### src/rtl/demux_sched_pkg.sv
// Shared definitions for the round-robin byte demux sequencer: FSM encoding and default sizes.
package demux_sched_pkg;

  typedef enum logic [1:0] {
    IDLE   = 2'd0,
    ACTIVE = 2'd1,
    STALL  = 2'd2
  } state_t;

  localparam int DEF_NUM_LANES = 4;
  localparam int DEF_DATA_W    = 8;
  localparam int DEF_STALL_MAX = 15;

endpackage

### src/rtl/demux_rr_ptr.sv
// Round-robin lane pointer: PTR_W-bit counter that advances on en and wraps naturally
// because the lane count is a power of two.
module demux_rr_ptr #(
  parameter int PTR_W = 2
) (
  input  logic             clk_2f,
  input  logic             reset_L,
  input  logic             en,
  output logic [PTR_W-1:0] ptr
);

  always_ff @(posedge clk_2f or negedge reset_L) begin
    if (!reset_L) begin
      ptr <= '0;
    end else if (en) begin
      ptr <= ptr + 1'b1;
    end
  end

endmodule

### src/rtl/demux_lane_sched.sv
// Sequencer dealing one byte stream to NUM_LANES lanes in strict round-robin, stalling on a full lane.
// Optional per-lane transfer counters are built when LANE_STATS_EN is defined.
module demux_lane_sched
  import demux_sched_pkg::*;
#(
  parameter int NUM_LANES = DEF_NUM_LANES,
  parameter int DATA_W    = DEF_DATA_W,
  parameter int PTR_W     = 2,
  parameter int STALL_MAX = DEF_STALL_MAX,
  parameter int CNT_W     = 8
) (
  input  logic                        clk_2f,
  input  logic                        reset_L,
  input  logic                        valid_in,
  input  logic [DATA_W-1:0]           data_in,
  output logic                        ready_out,
  input  logic [NUM_LANES-1:0]        lane_full,
  output logic [NUM_LANES-1:0]        validout,
  output logic [NUM_LANES*DATA_W-1:0] dataout,
  output logic [PTR_W-1:0]            sel_ptr,
  output logic                        err_stall,
  output logic [NUM_LANES*CNT_W-1:0]  lane_cnt
);

  localparam int SCNT_W = $clog2(STALL_MAX + 1);
  localparam logic [SCNT_W-1:0] SMAX = SCNT_W'(STALL_MAX);
  localparam logic [SCNT_W-1:0] ONE  = SCNT_W'(1);

  state_t            state;
  logic [SCNT_W-1:0] stall_cnt;
  logic              blocked;
  logic              xfer;

  // The target lane is never skipped: a full lane holds the whole stream.
  assign blocked   = lane_full[sel_ptr];
  assign ready_out = ~blocked & ((state != IDLE) | valid_in);
  assign xfer      = valid_in & ready_out;

  demux_rr_ptr #(.PTR_W(PTR_W)) u_rr_ptr (
    .clk_2f  (clk_2f),
    .reset_L (reset_L),
    .en      (xfer),
    .ptr     (sel_ptr)
  );

  always_ff @(posedge clk_2f or negedge reset_L) begin
    if (!reset_L) begin
      validout <= '0;
      dataout  <= '0;
    end else begin
      validout <= '0;
      if (xfer) begin
        validout[sel_ptr]                       <= 1'b1;
        dataout[int'(sel_ptr)*DATA_W +: DATA_W] <= data_in;
      end
    end
  end

  // stall_cnt counts consecutive blocked cycles; err_stall latches once it reaches STALL_MAX.
  always_ff @(posedge clk_2f or negedge reset_L) begin
    if (!reset_L) begin
      state     <= IDLE;
      stall_cnt <= '0;
      err_stall <= 1'b0;
    end else begin
      case (state)
        IDLE, ACTIVE: begin
          if (valid_in && blocked) begin
            state     <= STALL;
            stall_cnt <= ONE;
            if (SMAX <= ONE) err_stall <= 1'b1;
          end else if (valid_in) begin
            state <= ACTIVE;
          end
        end
        STALL: begin
          if (!blocked || !valid_in) begin
            state     <= ACTIVE;
            stall_cnt <= '0;
          end else begin
            if (stall_cnt < SMAX) stall_cnt <= stall_cnt + 1'b1;
            if (stall_cnt >= SMAX - ONE) err_stall <= 1'b1;
          end
        end
        default: begin
          state     <= IDLE;
          stall_cnt <= '0;
        end
      endcase
    end
  end

`ifdef LANE_STATS_EN
  always_ff @(posedge clk_2f or negedge reset_L) begin
    if (!reset_L) begin
      lane_cnt <= '0;
    end else if (xfer) begin
      lane_cnt[int'(sel_ptr)*CNT_W +: CNT_W] <= lane_cnt[int'(sel_ptr)*CNT_W +: CNT_W] + 1'b1;
    end
  end
`else
  assign lane_cnt = '0;
`endif

endmodule
### config.mk
export PLATFORM = sky130hd
export DESIGN_NAME = demux_lane_sched
export DESIGN_NICKNAME = d
export VERILOG_FILES = /design/src/rtl/demux_sched_pkg.sv /design/src/rtl/demux_rr_ptr.sv /design/src/rtl/demux_lane_sched.sv
export SDC_FILE = /design/constraint.sdc
export NUM_CORES = 1
export LEC_CHECK = 0
export CAP_MARGIN = 20
export CORE_ASPECT_RATIO = 0.9
export CORE_MARGIN = 4
export CORE_UTILIZATION = 29
export CTS_CLUSTER_SIZE = 10
export DETAILED_ROUTE_END_ITERATION = 10
export SKIP_CTS_REPAIR_TIMING = 1
export SLEW_MARGIN = 10
export SYNTH_ARGS = -nofsm -noshare
export SYNTH_HDL_FRONTEND = slang
export SYNTH_SLANG_ARGS = --single-unit
### constraint.sdc
create_clock -name clk_2f -period 5.3 [get_ports clk_2f]
set_clock_uncertainty 0.2 [all_clocks]
set_input_delay 0.53 -clock clk_2f [delete_from_list [all_inputs] [get_ports clk_2f]]
set_output_delay 0.53 -clock clk_2f [all_outputs]
set_load 0.05 [all_outputs]
=== After elaboration in Yosys (flattened, before gate mapping) ===
Cells that the tools add are included.

* Input port bits: 15
* Output and inout port bits: 72
* Register bits: 45

* Bitwise logic cells: 5
* Multiplexer cells: 14
* Shift-type cells: 2
* Magnitude comparators: 4
* Reduce and logical (&&, ||, !) cells: 11
* Add/sub/neg operators: 3
* Equality and inequality tests: 6

{| class="wikitable"
|+ Operators by type and width
! cell !! number
|-
| negator 5 -> 33 bit || 1
|-
| variable shift 8 x 33 -> 32 bit, first input constant || 1
|-
| indexed part select 8 x 33 -> 32 bit || 1
|-
| bitwise mux 32 bit || 1
|-
| two-way mux 4 bit || 4
|-
| case mux 4 bit (2 select lines) || 1
|-
| two-way mux 2 bit || 3
|-
| != test 3 bit, second input constant || 2
|-
| adder 4 x 1 -> 4 bit, second input constant || 1
|-
| greater-or-equal comparator 4 bit, second input constant || 1
|-
| < comparator 4 bit, second input constant || 1
|-
| != test 2 bit, second input constant || 2
|-
| case mux 2 bit (2 select lines) || 1
|-
| AND reduction 2 bit || 2
|-
| < comparator 2 x 3 -> 1 bit, second input constant || 1
|-
| AND reduction 3 bit || 1
|-
| adder 2 x 1 -> 2 bit, second input constant || 1
|-
| bitwise AND 1 bit || 2
|-
| binary-select mux 1 bit (select 2 bit) || 1
|-
| demux 1 bit (select 2 bit) || 1
|-
| equality test 2 x 1 -> 1 bit, second input constant || 1
|-
| equality test 2 bit, second input constant || 1
|-
| greater-or-equal comparator 2 x 1 -> 1 bit, second input constant || 1
|-
| logical AND 1 bit || 2
|-
| 8 further kinds || 11
|}

=== Depth between registers and ports, before layout ===
Gate-level depths: netlist of the first run.

* Depth after elaboration: 6
* Depth in mapped cells: 6
* Gate-level depth less buffers: 5

=== By module ===
From an unflattened synthesis of the first run, not the netlist that was laid out.

* Cell total of the unflattened synthesis: 234
* Area total of the unflattened synthesis: 2,453.6 sq um

{| class="wikitable"
|+ By module, submodules not included
! module !! area each (sq um) !! seq. area each (sq um) !! cells an instance !! times used
|-
| demux_lane_sched || 2,382.3 || 1,076.0 || 229 || 1
|-
| demux_rr_ptr || 71.3 || 50.0 || 5 || 1
|}

=== Worst setup path after synthesis of the first run ===
No wires, ideal clock.

* Kind: register to output
* Start: register u_rr_ptr.ptr[0]
* End: output port ready_out
* Arrival: 2.078 ns
* Path buffers: 1
* Stages on the path, launching flop included: 4
* Slack: 2.492 ns
* Cell sequence: dfrtp_1 buf_6 mux4_2 nor2_1

* Cells in the longest elaborated chain, start to end: 4

{| class="wikitable"
|+ RTL lines
! element !! line !! source
|-
| start: declaration || demux_rr_ptr.sv:9 || <nowiki>output logic [PTR_W-1:0] ptr</nowiki>
|-
| start signal: assignment || demux_rr_ptr.sv:16 || <nowiki>ptr <= ptr + 1'b1;</nowiki>
|-
| binary-select mux 1 bit (select 2 bit) || demux_lane_sched.sv:35 || <nowiki>assign blocked = lane_full[sel_ptr];</nowiki>
|-
| two-way mux 1 bit (not written as such) || demux_lane_sched.sv:35 ||
|-
| NOT 1 bit || demux_lane_sched.sv:36 || <nowiki>assign ready_out = ~blocked & ((state != IDLE) | valid_in);</nowiki>
|-
| bitwise AND 1 bit || demux_lane_sched.sv:36 ||
|-
| end: declaration || demux_lane_sched.sv:16 || <nowiki>output logic ready_out,</nowiki>
|}

Every way passes these cells. The select of a mux whose other input is x is not followed.

=== Worst setup path after layout of the first run ===
Same ends and word-level chain as after synthesis.

==> summary.txt, run 1 <==
Logic synthesis
  • Register area share after synthesis: 0.461
  • Synth top area share: 0.461
  • Ys async rst share: 1.00
  • Synth top area cells: dfrtp_1 46%, mux2i_1 14%, buf_4 9.8%
  • Mean Syn Cell Area: roughly 10 um2
  • Most common cell in the netlist: dfrtp_1
  • Synth top cells by count: 45 x dfrtp_1, 36 x nand2_1, 35 x inv_1, 35 x mux2i_1, 32 x buf_4
  • Number of flops mapped to enable cells by yosys: 0
  • Area leader, netlist: dfrtp_1
  • Post-synth top flop: dfrtp_1
  • Synthesis Warnings: 0
  • Mapped cell area: 2440 um2
  • FF+latch count, synth: 45
  • Library cells used by synthesis: 36
  • Synth Instances: 235

Placement
  • DP Cell Count: roughly 380
  • Worst slack, placed: between 2 and 2.5 ns
  • RePlAce Congestion: approximately 0.76
  • Port-buffer cells: 54
  • Placed wire-length estimate: roughly 3800 um

Layout
  • Fraction of layout cells with a size suffix above 1: 0.0582
  • Final core occ: 0.369
  • Area Growth Syn to Fin: 22.9%
  • Nets: about 310
  • Number of fill cells: roughly 840
  • N_diodes: 0
  • Fin cells: between 300 and 400

Job
  • Max-cap viol count: 0

STA
  • Setup TNS: 0 ns
  • Worst setup margin: 2.17 ns
  • Slew @ Worst Pin: about 1.1 ns
  • Final setup fails: 0
  • Final period util: 0.590
  • Slew HR: 0.296
  • Fmax: ~320 MHz
  • Final min period: roughly 3.1 ns
  • RSZ-0062 raised after global routing: false
  • Hold Violations, Final: 0
  • Pins Over Slew Limit: 0

Floorplan
  • Die area: 9970 um2
  • Die height: 95.1 um
  • Top Ports: 87
  • FP Rows: 31
  • Starting Density: 0.300
  • Area of the core: 8150 um2
  • Die X: 105 um

Worst setup path
  • Kind of critical path: reg -> out
  • CP arrival: 2.40 ns
  • Startpoint Class: flop
  • WP data required: 4.57 ns
  • CP Max Fanout: 9
  • CP Capture Type: output pin

Route
  • Via count: ~1600
  • DRT iter0 DRCs: 30
  • Drt drc: 0
  • WL final: 5190 um
  • Via/cell ratio: 4.15
  • Antenna-violating nets left: 0
  • Routed len/inst: 13.3 um
  • Drt pass-1 iters: 4

Power
  • Tot Pwr: 1830 uW
  • Maximum vdd drop: 291 uV
  • PD cells: 610 nW/um2
  • Static Leakage: 0.00130 uW

Global route
  • Global-route total usage across every layer: 0.104
  • First-pass GRT wire length: between 8000 and 9000 um
  • Total grt overflow: 0
  • Met3 Track Usage GR: 0.0311
  • Grt met1 use: 0.143
  • Busiest grt layer: met2
  • Initial antenna violation count: 0
  • Largest net degree at the start of global routing: 46
  • Vias in the first global route: about 1600
  • Met2 Use GR: 0.161

Hold path
  • Worst Hold Class: reg -> reg

Clock tree
  • CTS sink count: 45
  • Htree depth: 2
  • TritonCTS clock tree: built
  • Clock Latency Late Sink: between 0.2 and 0.3 ns
  • CTS Buffer Depth: 2
  • CTS root buf: clkbuf_8
  • Cts bufs inserted: 5
  • Clock slew at reported path FFs: 0.09 ns

Outcome
  • Status: complete, no violations
## sequential cells by signal, summed over array words and instances (netlist names)
signal / count
stall_cnt: 4
u_rr_ptr.ptr: 2
validout: 4
err_stall: 1
dataout: 32
state: 2
## worst max-delay path, stage by stage (launching register included)
cell and delay (ns):
dfrtp_1 0.57, mux4_2 0.60, nor2_1 0.12, clkdlybuf4s50_1 0.81
## cell families (layout without fill, tap and decap cells)
group                      Yosys count  in the layout  synth area share
adders and majority gates            7              7            0.0358
DFF                                 45             45             0.461
xor gates and xnor gates             2              2           0.00717
other                                1             32           0.00153
buffers and inverters               74            100             0.192
muxes                               36             36             0.153
and+or+nand+nor                     55             55             0.110
AOI/OAI and AO/OA                   15             15            0.0399
## layout make-up
type / instances / area [um2] / area share
Timing Repair Buffer: 56 / 566 / 0.188
Inverter: 36 / 135 / 0.0450
Clock buffer: 5 / 68.8 / 0.0229
Tap cell: 99 / 124 / 0.0412
Multi-Input combinational cell: 147 / 965 / 0.321
Clock inverter: 3 / 21.3 / 0.00708
Sequential cell: 45 / 1130 / 0.375
## worst paths after layout
| check | from | endpoint | slack [ns] | cells past startpoint |
|---|---|---|---|---|
| worst max-delay path | u_rr_ptr.ptr[0]$_DFFE_PN0P_ | ready_out | 2.17 | 3 |
| min in group asynchronous | reset_L | dataout[30]$_DFFE_PN0P_ | 0.43 | 2 |
| worst max register to register | u_rr_ptr.ptr[0]$_DFFE_PN0P_ | dataout[16]$_DFFE_PN0P_ | 2.76 | 5 |
| worst min-delay path | err_stall$_DFFE_PN0P_ | err_stall$_DFFE_PN0P_ | 0.28 | 1 |
| worst min register to register | err_stall$_DFFE_PN0P_ | err_stall$_DFFE_PN0P_ | 0.28 | 1 |
| max in group asynchronous | reset_L | dataout[3]$_DFFE_PN0P_ | 3.98 | 3 |
## placed cells by master, fill, tap and decap left out, drive strengths merged, types with 2 or more instances in the layout
cell and count:
a21oi 2, o21ai 5, nand2 36, xnor2 2
mux2i 35, nor2b 2, conb 32, inv 37
dfrtp 45, nor3 2, nor3b 3, clkbuf 5
nand3 2, buf 2, ha 7, and2 5
clkdlybuf4s50 53
## metal layers
metal  vias up  part of all wire  routed length (um)
met3         5             0.074                 385
met4         0            0.0064                  33
li1        794                 -                   -
met1       762              0.47                2460
met5         -                 0                   0
met2        60              0.45                2320
## stage by stage
step           hold WS [ns]  cell area, um2
2_1_floorplan        0.0344            2560
4_1_cts               0.232            2980
6_report              0.285            3010
5_1_grt               0.306            3010
3_5_place_dp          0.257            2890
3_3_place_gp          0.257            2890
## power breakdown
group	leakage [uW]	switching [uW]	total, uW	internal, uW
clock	0.0000445	126	220	93.8
combinational	0.000655	710	1060	346
sequential	0.000599	95.5	559	463
No activity file was read; power rests on OpenSTA's default activity.
==> run 2: changes to the inputs <==
- clock period: 5.3 -> 2.8 ns (I/O delays scaled with it)
==> run 2 against run 1 <==
Net effect: non-clock buffer count up 5; global-route usage up 0.37 points; via count up 1.7%; final area up 1.2%; power up 92%; critical path depth unchanged; setup slack worse by 1.7 ns; sequential power up 90%; combinational power up 93%; cell count up 1.3%; clock-buffer cell count unchanged; critical path type unchanged; critical endpoint unchanged; largest power group unchanged.
==> summary.txt, run 2 (same netlist as run 1, synthesis figures left out) <==
Clock tree
  • TritonCTS clock tree: built
  • CTS root buf: clkbuf_8
  • CTS Buffer Depth: 2
  • Clock Latency Late Sink: 0.29 ns
  • Cts bufs inserted: 5
  • Clock slew at reported path FFs: approximately 0.1 ns
  • CTS sink count: between 40 and 50
  • Htree depth: 2

Job
  • Max-cap viol count: 0

Hold path
  • Worst Hold Class: in -> async

Layout
  • Fraction of layout cells with a size suffix above 1: 0.0774
  • Commonest non-fill, non-tap cell in the layout: clkdlybuf4s50_1
  • N_diodes: 0
  • Commonest cells after routing, fill and taps aside: 52 x clkdlybuf4s50_1, 45 x dfrtp_1, 36 x nand2_1
  • Biggest register: dataout
  • Nets: 318
  • Top Registers: dataout (32), stall_cnt (4), validout (4)
  • Area Growth Syn to Fin: 24.4%
  • Max FFs per register: 32

Route
  • Antenna-violating nets left: 0
  • Via count: 1648
  • Drt pass-1 iters: 4
  • DRT iter0 DRCs: 55
  • WL final: between 5000 and 6000 um
  • Drt drc: 0
  • Via/cell ratio: about 4.2
  • Routed len/inst: 13.0 um

Floorplan
  • Starting Density: 0.300
  • Die height: 95.1 um
  • Area of the core: 8150 um2
  • Die X: 105 um
  • FP Rows: 31
  • Die area: 9970 um2
  • Top Ports: 87

Power
  • PD cells: 1160 nW/um2
  • Maximum vdd drop: around 400 uV
  • Tot Pwr: 3520 uW
  • Static Leakage: 0.00133 uW

STA
  • Setup TNS: 0 ns
  • Fmax: ~430 MHz
  • Final min period: 2.30 ns
  • RSZ-0062 raised after global routing: false
  • Final setup fails: 0
  • Slew HR: 0.655
  • Final period util: 0.822
  • Hold Violations, Final: 0
  • Pins Over Slew Limit: 0
  • Slew @ Worst Pin: 0.516 ns

Global route
  • Global-route total usage across every layer: 0.108
  • Met2 Use GR: 0.161
  • Initial antenna violation count: 0
  • Met3 Track Usage GR: 0.0311
  • Largest net degree at the start of global routing: 46
  • Vias in the first global route: between 1500 and 2000
  • Total grt overflow: 0
  • Grt met1 use: 0.149
  • First-pass GRT wire length: 8380 um
  • Busiest grt layer: met2

Worst setup path
  • WP data required: ~2.3 ns
  • Reg-to-reg endpoint: dataout[11]$_DFFE_PN0P_
  • Worst-path cell chain: mux4_2 -> nor2_1 -> buf_4
  • R2R Setup Slk: 0.61 ns
  • Crit-path leading delay family: multiplexers
  • CP bufs+invs: 1
  • RR Startpoint: u_rr_ptr.ptr[0]$_DFFE_PN0P_
  • Startpoint Class: flop
  • Kind of critical path: reg -> out
  • CP arrival: 1.82 ns
  • Reg2Reg Depth: 4
  • CP Capture Type: output pin
  • Slowest Stage Delay on Critical Path: about 0.6 ns
  • CP Max Fanout: 9
  • Slowest CP cell: mux4_2

Placement
  • Placed wire-length estimate: 3900 um
  • Port-buffer cells: 54
  • RePlAce Congestion: ~0.74

Outcome
  • Status: complete, no violations
## run 2: changes by cell type in the layout (fill, tap and decap cells not counted)
| cell | previous run | this run |
|---|---|---|
| clkdlybuf4s50_1 | 53 | 52 |
| buf_4 | 0 | 6 |
## run 2: worst max-delay path by stage
stage	start	endpoint	slack, ns	depth (start not counted)
2_1_floorplan	u_rr_ptr.ptr[0]$_DFFE_PN0P_	ready_out	0.24	3
5_1_grt	u_rr_ptr.ptr[0]$_DFFE_PN0P_	ready_out	0.41	3
3_3_place_gp	lane_full[3]	dataout[11]$_DFFE_PN0P_	0.58	5
6_report	u_rr_ptr.ptr[0]$_DFFE_PN0P_	ready_out	0.50	3
3_5_place_dp	lane_full[2]	dataout[26]$_DFFE_PN0P_	0.54	5
4_1_cts	u_rr_ptr.ptr[0]$_DFFE_PN0P_	ready_out	0.48	3
## run 2: per-stage QoR
step | setup WS, ns | cell area, um2 | utilization | hold WS, ns | cells
final | 0.500 | 3040 | 0.373 | 0.160 | 396
after global routing | 0.405 | 3040 | 0.373 | 0.180 | 396
after CTS | 0.481 | 3010 | 0.370 | -0.0336 | 394
after detailed placement | 0.536 | 2920 | 0.359 | 0.265 | 386
after global placement | 0.583 | 2920 | 0.359 | 0.259 | 386
after floorplan | 0.242 | 2560 | - | -0.216 | 266
## run 2: layout make-up
class | count | area [um2]
fill | 826 | 5100
sequential | 45 | 1130
multi-input combinational | 147 | 965
timing repair buffer | 61 | 601
inverter | 36 | 135
tap | 99 | 124
clock buffer | 5 | 68.8
clock inverter | 3 | 21.3
## run 2: power breakdown
| group | switching [uW] | internal [uW] |
|---|---|---|
| registers | 184 | 876 |
| logic | 1350 | 697 |
| clock network | 238 | 177 |
| total | 1770 | 1750 |
## run 2: worst register-to-register path, cell delays in order, from the launching register on
cell     delay (ns)
dfrtp_1        0.59
mux4_2         0.60
nor2b_4        0.23
and2_4         0.28
mux2i_1        0.21
## run 2: metal layers
layer / vias to the layer above / part of all wire
met2: 63 / 0.44
met5: - / 0
met4: 0 / 0.014
met1: 767 / 0.47
met3: 6 / 0.077
li1: 812 / -
==> run 3: changes to the inputs <==
- clock period: 2.8 -> 1.86 ns (I/O delays scaled with it)
==> run 3 against run 2 <==
Net effect: the run now ends with setup timing left; die area unchanged; clock power is 87% higher; hold slack got worse by 0.10 ns; sequential power grew 49%; combinational power up 57%; clock-buffer cell count is the same; core utilization is 0.25 points higher; highest routed layer unchanged.
==> summary.txt, run 3 (same netlist as run 1, synthesis figures left out) <==
Outcome
  • Status: finished, violations left
  • Failing checks: setup timing

Worst setup path
  • Cell count along the critical path: 4
  • CP bufs+invs: 2
  • R2R Setup Slk: -0.10 ns
  • CP Capture Type: output pin
  • Startpoint Class: flop
  • Worst-path cell chain: mux4_2 -> buf_4 -> nor2_4 -> buf_12
  • WP data required: ~1.5 ns
  • CP arrival: between 1.5 and 2 ns
  • Crit-path leading delay family: multiplexers
  • Reg2Reg Depth: 5
  • CP Max Fanout: 2
  • Slowest CP cell: mux4_2
  • Kind of critical path: reg -> out
  • Slowest Stage Delay on Critical Path: 0.52 ns

Floorplan
  • FP Rows: 31
  • Die area: ~10000 um2
  • Top Ports: 87
  • Area of the core: around 8100 um2
  • Die X: 105 um
  • Die height: ~95 um
  • Starting Density: 0.300

Layout
  • N_diodes: 0
  • Biggest register: dataout
  • Top Registers: dataout (32), stall_cnt (4), validout (4)
  • Commonest non-fill, non-tap cell in the layout: buf_4
  • Commonest cells after routing, fill and taps aside: 51 x buf_4, 44 x dfrtp_1, 36 x nand2_1
  • Max FFs per register: 32
  • Design Area, Final: 3060 um2
  • Fraction of layout cells with a size suffix above 1: 0.250
  • Nets: 325
  • Fin cells: ~400
  • Area Growth Syn to Fin: 25.2%

Clock tree
  • Clock Latency Late Sink: 0.30 ns
  • Clock slew at reported path FFs: 0.10 ns
  • CTS sink count: 45
  • CTS root buf: clkbuf_8
  • CTS Buffer Depth: 2
  • Htree depth: 2
  • TritonCTS clock tree: built
  • Cts bufs inserted: 5

Global route
  • Vias in the first global route: 1691
  • Total grt overflow: 0
  • First-pass GRT wire length: 8580 um
  • Largest net degree at the start of global routing: 21
  • Global-route total usage across every layer: 0.109
  • Initial antenna violation count: 0

Power
  • Maximum vdd drop: around 480 uV
  • Static Leakage: 0.00145 uW
  • Tot Pwr: between 5000 and 6000 uW
  • PD cells: 1820 nW/um2

Job
  • Max-cap viol count: 0

STA
  • Final setup fails: 33
  • RSZ-0062 raised after global routing: true
  • Final min period: 1.99 ns
  • Hold Violations, Final: 0
  • Final period util: 1.07
  • Hold slack: 0.0563 ns
  • Pins Over Slew Limit: 0
  • Fmax: 503 MHz
  • Worst setup margin: -0.128 ns

Route
  • Routed len/inst: about 13 um
  • Antenna-violating nets left: 0
  • WL final: between 5000 and 6000 um
  • DRT iter0 DRCs: 48
  • Via/cell ratio: 4.14
  • Drt pass-1 iters: 4
  • Via count: 1667
  • Drt drc: 0

Hold path
  • Worst Hold Class: in -> async

Placement
  • Placed Instance Area: 2910 um2
  • Worst slack, placed: -0.256 ns
  • Port-buffer cells: 54
  • RePlAce Congestion: 0.728
  • DP Cell Count: approximately 390
  • Placed wire-length estimate: between 4000 and 5000 um
-- run 3: cell types whose count changed in the layout (fill, tap and decap cells not counted), sizes merged --
cell / previous run / this run
buf: 8 / 54
clkdlybuf4s50: 52 / 13
bufinv: 0 / 1
clkinv: 1 / 0
clkinvlp: 1 / 0
inv: 37 / 38
-- run 3: final timing paths --
path,startpoint,end
setup reg to reg,u_rr_ptr.ptr[0]$_DFFE_PN0P_,dataout[10]$_DFFE_PN0P_
min in group clk_2f,err_stall$_DFFE_PN0P_,err_stall$_DFFE_PN0P_
max in group asynchronous,reset_L,dataout[22]$_DFFE_PN0P_
hold reg to reg,err_stall$_DFFE_PN0P_,err_stall$_DFFE_PN0P_
hold / removal,reset_L,dataout[3]$_DFFE_PN0P_
setup / recovery,u_rr_ptr.ptr[0]$_DFFE_PN0P_,ready_out
-- run 3: routing by layer --
layer	wire length, um	up-vias	track usage
li1	-	813	-
met4	67	0	0.0393
met5	0	-	0
met1	2380	791	0.139
met3	470	7	0.0420
met2	2420	56	0.170
-- run 3: cell type report --
cell class / instances / area [um2]
clock buffers: 5 / 68.8
clock inverters: 3 / 47.5
fillers: 818 / 5080
inverters: 36 / 135
multi-input cells: 147 / 998
flip-flops and latches: 45 / 1130
well taps: 99 / 124
repair buffers: 68 / 559
-- run 3: stage by stage --
step | utilization | TNS (ns)
after floorplan | - | -10.56
after global placement | 0.357 | -6.00
after detailed placement | 0.357 | -6.93
after CTS | 0.372 | -0.755
after global routing | 0.376 | -4.71
final | 0.376 | -2.13
-- run 3: power breakdown --
group          internal, uW  switching [uW]  total, uW  leakage (uW)
clock                   410             366        776     0.0000591
combinational          1090            2120       3210      0.000796
sequential             1320             255       1580      0.000598
